`config.mk`:
```
export PLATFORM = sky130hd
export DESIGN_NAME = crc_check
export DESIGN_NICKNAME = d
export VERILOG_FILES = /design/src/rtl/crc_check.sv
export SDC_FILE = /design/constraint.sdc
export NUM_CORES = 1
export LEC_CHECK = 0
export ABC_AREA = 1
export BUFFER_PORTS_ARGS = -buffer_cell sky130_fd_sc_hd__buf_4
export CAP_MARGIN = 20
export CELL_PAD_IN_SITES_DETAIL_PLACEMENT = 0
export CELL_PAD_IN_SITES_GLOBAL_PLACEMENT = 2
export CORE_ASPECT_RATIO = 0.7
export CORE_UTILIZATION = 39
export CTS_CLUSTER_SIZE = 30
export DETAILED_ROUTE_END_ITERATION = 8
export GPL_TIMING_DRIVEN = 0
export PLACE_DENSITY = 0.78
export SLEW_MARGIN = 20
export SYNTH_ARGS = -nofsm -noshare
export SYNTH_HDL_FRONTEND = slang
export SYNTH_SLANG_ARGS = --single-unit
```
`constraint.sdc`:
```
create_clock -name clk -period 3.65 [get_ports clk]
set_clock_uncertainty 0.1 [all_clocks]
set_input_delay 0.5475 -clock clk [delete_from_list [all_inputs] [get_ports clk]]
set_output_delay 0.5475 -clock clk [all_outputs]
set_load 0.05 [all_outputs]
```
`src/rtl/crc_check.sv`:
```
// Receive-side CRC-32 checker and stripper for a 2-bit framed stream.
// Runs a 2-bit-parallel LFSR over each frame, removes the trailing 16-dibit
// CRC field through a 17-cycle delay line, and flags the frame good or bad
// in the same cycle as the last payload dibit leaves on d_out_o.
module crc_check #(
    parameter logic [31:0] POLY    = 32'h04C11DB7,
    parameter logic [31:0] RESIDUE = 32'hC704DD7B,
    parameter int unsigned MIN_LEN = 17
) (
    input  logic       clk,
    input  logic       rst,
    input  logic [1:0] d_i,
    input  logic       sop_i,
    input  logic       eop_i,
    output logic [1:0] d_out_o,
    output logic       sop_out_o,
    output logic       eop_out_o,
    output logic       crc_ok_o,
    output logic       crc_err_o
);

    localparam int unsigned Stages = 16;
    localparam logic [4:0]  MinLen = 5'(MIN_LEN);

    typedef enum logic {StIdle, StBusy} state_e;

    state_e                   state_q, state_d;
    logic [31:0]              crc_q, crc_d, crc_base, crc_step;
    logic                     f0, f1;
    logic [4:0]               len_q, len_d;
    logic [Stages-1:0][1:0]   data_q, data_d;
    logic [Stages-1:0]        tag_q, tag_d;
    logic                     in_frame, frame_end, abort, long_frame, crc_match;
    logic [1:0]               d_out_q;
    logic                     sop_out_q, eop_out_q, crc_ok_q, crc_err_q;

    // One 2-bit LFSR step; a sop always restarts from the all-ones seed.
    always_comb begin
        crc_base    = sop_i ? 32'hFFFF_FFFF : crc_q;
        f1          = crc_base[31] ^ d_i[0];
        f0          = crc_base[30] ^ d_i[1];
        crc_step    = '0;
        crc_step[0] = f0;
        crc_step[1] = f0 ^ f1;
        for (int i = 2; i < 32; i++) begin
            crc_step[i] = crc_base[i-2] ^ (f0 & POLY[i]) ^ (f1 & POLY[i-1]);
        end
    end

    // Frame tracking, length count, delay-line shifting and status decode.
    always_comb begin
        in_frame  = sop_i || (state_q == StBusy);
        frame_end = in_frame && eop_i;
        abort     = sop_i && (state_q == StBusy);

        state_d = state_q;
        if (sop_i) begin
            state_d = StBusy;
        end
        // eop wins so a sop+eop dibit closes immediately as a 1-dibit frame
        if (frame_end) begin
            state_d = StIdle;
        end

        crc_d = in_frame ? crc_step : crc_q;

        len_d = len_q;
        if (sop_i) begin
            len_d = 5'd1;
        end else if ((state_q == StBusy) && (len_q < MinLen)) begin
            len_d = len_q + 5'd1;
        end

        // len_d includes the current dibit, so it is the full frame length on eop
        long_frame = (len_d >= MinLen);
        crc_match  = (crc_step == RESIDUE);

        data_d = {data_q[Stages-2:0], d_i};
        tag_d  = {tag_q[Stages-2:0], sop_i};
        // An abort drops the old frame's pending sop tags; only the new one survives
        if (abort) begin
            tag_d = {{(Stages-1){1'b0}}, 1'b1};
        end
        // A short frame must never produce a sop_out
        if (frame_end && !long_frame) begin
            tag_d = '0;
        end
    end

    // State, LFSR, counter and delay-line registers.
    always_ff @(posedge clk or posedge rst) begin
        if (rst) begin
            state_q <= StIdle;
            crc_q   <= 32'hFFFF_FFFF;
            len_q   <= '0;
            data_q  <= '0;
            tag_q   <= '0;
        end else begin
            state_q <= state_d;
            crc_q   <= crc_d;
            len_q   <= len_d;
            data_q  <= data_d;
            tag_q   <= tag_d;
        end
    end

    // Registered outputs; the stage-16 entry is the last payload dibit on eop.
    always_ff @(posedge clk or posedge rst) begin
        if (rst) begin
            d_out_q   <= '0;
            sop_out_q <= 1'b0;
            eop_out_q <= 1'b0;
            crc_ok_q  <= 1'b0;
            crc_err_q <= 1'b0;
        end else begin
            d_out_q   <= data_q[Stages-1];
            sop_out_q <= tag_q[Stages-1];
            eop_out_q <= frame_end && long_frame;
            crc_ok_q  <= frame_end && long_frame && crc_match;
            crc_err_q <= frame_end && (!long_frame || !crc_match);
        end
    end

    assign d_out_o   = d_out_q;
    assign sop_out_o = sop_out_q;
    assign eop_out_o = eop_out_q;
    assign crc_ok_o  = crc_ok_q;
    assign crc_err_o = crc_err_q;

endmodule

```
==> summary.txt <==
crit path capture type = register
Gate Count Post-Synth = 387
PostCTS Resize Cnt = 0
die area = 9952 µm²
# port buffers = 11
Core Util, Final = 46.83%
gpl congestion = 0.7763
Final #Nets = 418
vias post-DR = 2,599
max-slew violations = 0
gr usage total = 18.30%
Worst Path Required = 3780 ps
Placeable Area = 9180 µm²
cell area after synthesis = 3725 µm²
Pint = 1792 µW
worst path cell trace = o21ai_2, nand2_2, buf_4, ha_1, nand4_1, nor3_1, nand2_1, nor2_1, nand3_1, nor2_1, nor2_1
pin count of the biggest net entering global routing = 78
Flop pwr share = 49.2%
Sw Share = 25.11%
Post-Route WL = 8008 µm
global-route wire length before repair = 13,710 µm
Synth Net Count = 395
Post-CTS Hold Buffers = 0
crit-path leading delay family = simple AND/OR/NAND/NOR gates
Avg Cell Area, Syn = 9.625 µm²
Starting DRT DRC Count = 170
unrepaired setup endpoints after global routing = false
CTS H-tree depth = 3
CTS tree = done
Setup CP Type = reg -> reg
total chip power = 2393 µW
final hold vios = 0
Synth warnings = 0
Reg clk slew, reported paths = 70 ps
initial core utilization = 40.58%
WP data arrival = 2370 ps
r2r startpoint = crc_q[31]
crit path max fanout = 10
antenna violations before repair = 0
Seq/Total Area, Yosys = 62.88%
worst skew pair latency = 340 ps
Worst slew margin = 62.37%
fraction of layout cells with a size suffix above 1 = 19.04%
Worst setup SP type = register
max_cap viols = 0
Hold Path Class = in -> async
total clock sinks = 92
synth-to-layout area growth = 15.42%
antenna cells = 0
IO Count = 12
switching pwr = 600.9 µW
PD cells = 556.7 nW/µm²
Fill cells = 872
Die Span X = 118.8 µm
Die Span Y = 83.77 µm
Seq cells post-synth = 92
Hold Slack = 22.35 ps
Worst path slowest cell = dfstp_2
clock power share = 39.4%
total CTS buffers = 9
global route overflow = 0
Slowest Stage Delay on Critical Path = 560 ps
number of cell rows = 29
ANT nets after route = 0
DRC viols = 0
Combinational Power Share = 11.4%
Worst IR Drop VDD = 0.2126 mV
TritonRoute pass-1 iters = 5
crit path from = crc_q[31]
Synth cell types = 29
fmax = 445.9 MHz
dpl hpwl = 5337 µm
routed length per instance = 14.86 µm
vias per cell = 4.822
vias in the first global route = 2,612
status = completed
Final Cycle Share = 61.44%
largest buffer count on any clock path = 2
clock root buffer = clkbuf_16
Final setup viols = 0
most used cell along the critical path = nor2_1
Static Leak = 0.001993 µW
post-route minimum period = 2242 ps
Buf+Inv Stages, Crit Path = 1
worst slew pin tran = 564.4 ps
postcts setup bufs = 0
[layout by cell type, fill, tap and decap left out, types with 6 or more instances in the layout]
cell type  count
clkbuf_1       6
buf_4         15
inv_1         29
clkbuf_16      9
o21ai_0       19
nand2_1      103
nor2_1        46
dfstp_2       32
a31oi_1        6
a21oi_1       18
nand3b_1       9
nand3_1       23
dfrtp_1       60
[synthesized netlist by cell type (all sizes together)]
library cell	n	area (µm²)
nand2	106	405.4
dfrtp	60	1501
nor2	47	183.9
dfstp	32	840.8
inv	31	116.4
nand3	24	125.1
o21ai	21	112.6
a21oi	20	107.6
buf	10	83.82
nand3b	9	67.56
a31oi	6	37.54
clkbuf	5	18.77
a22oi	4	30.03
nand4	3	18.77
ha	2	25.02
xnor2	2	17.52
xor2	2	17.52
clkinv	1	3.750
nor3	1	5.000
o22ai	1	6.260
[worst reg2reg max path: stages (launching register included)]
cell and delay [ps]:
dfstp_2 560, o21ai_2 100, nand2_2 150, buf_4 230, ha_1 210, nand4_1 110
nor3_1 190, nand2_1 80, nor2_1 100, nand3_1 140, nor2_1 120, nor2_1 40
[cell type report]
cell class | count | area (µm²) | share of cell area, %
buffer | 15 | 102.6 | 2.386
multi-input combinational | 248 | 1160 | 26.98
inverter | 32 | 125.1 | 2.910
clock inverter | 4 | 47.55 | 1.106
clock buffer | 12 | 256.5 | 5.966
tap | 124 | 155.1 | 3.609
sequential | 92 | 2342 | 54.48
timing repair buffer | 12 | 110.1 | 2.561
[power by group through the flow]
| stage | combinational (µW) | clock, µW | sequential (µW) |
|---|---|---|---|
| finish | 272 | 944 | 1180 |
| global route | 313 | 1010 | 1190 |
| CTS | 277 | 962 | 1180 |
| detailed placement | 276 | 0 | 1190 |
| global placement | 269 | 0 | 1190 |
| floorplan | 192 | 0 | 1190 |
[path summary, 6_finish.rpt]
check / to / slack (ps) / depth (start not counted)
setup / recovery: crc_err_o / 1410 / 11
hold / removal: data_d[22] / 20 / 2
setup reg to reg: crc_err_o / 1410 / 11
hold reg to reg: data_d[29] / 250 / 0
max in group asynchronous: crc_q[1] / 2780 / 3
min in group clk: data_d[2] / 240 / 1
[layer usage]
metal | global-route usage, % | wire length, µm
met5 | 0 | 0
met4 | 3.797 | 44
met3 | 5.738 | 361
met2 | 26.58 | 3440
met1 | 26.74 | 4161
[stage by stage]
stage | cells | TNS [ps] | setup WS [ps] | area (µm²)
after floorplan | 387 | 0 | 663.5 | 3725
after global placement | 522 | -27170 | -457.5 | 3963
after detailed placement | 523 | 0 | 1118 | 3995
after CTS | 539 | 0 | 1377 | 4299
after global routing | 539 | 0 | 1155 | 4299
final | 539 | 0 | 1408 | 4299
[registers in the layout (all words and copies together), names as in the netlist]
name,count
crc_err_o,1
crc_ok_o,1
crc_q,32
d_out_o,2
data_d,30
data_q,2
eop_out_o,1
len_q,5
sop_out_o,1
state_q,1
tag_q,16
[cells by family (layout without fill, tap and decap cells)]
group | Yosys count | after routing | share of synthesized area, %
fa+ha+maj | 2 | 2 | 0.6717
flops | 92 | 92 | 62.88
buf+inv | 47 | 75 | 5.979
xor+xnor | 4 | 4 | 0.9407
compound gates | 52 | 52 | 7.894
simple gates | 190 | 190 | 21.63
No activity file was read; power rests on OpenSTA's default activity.
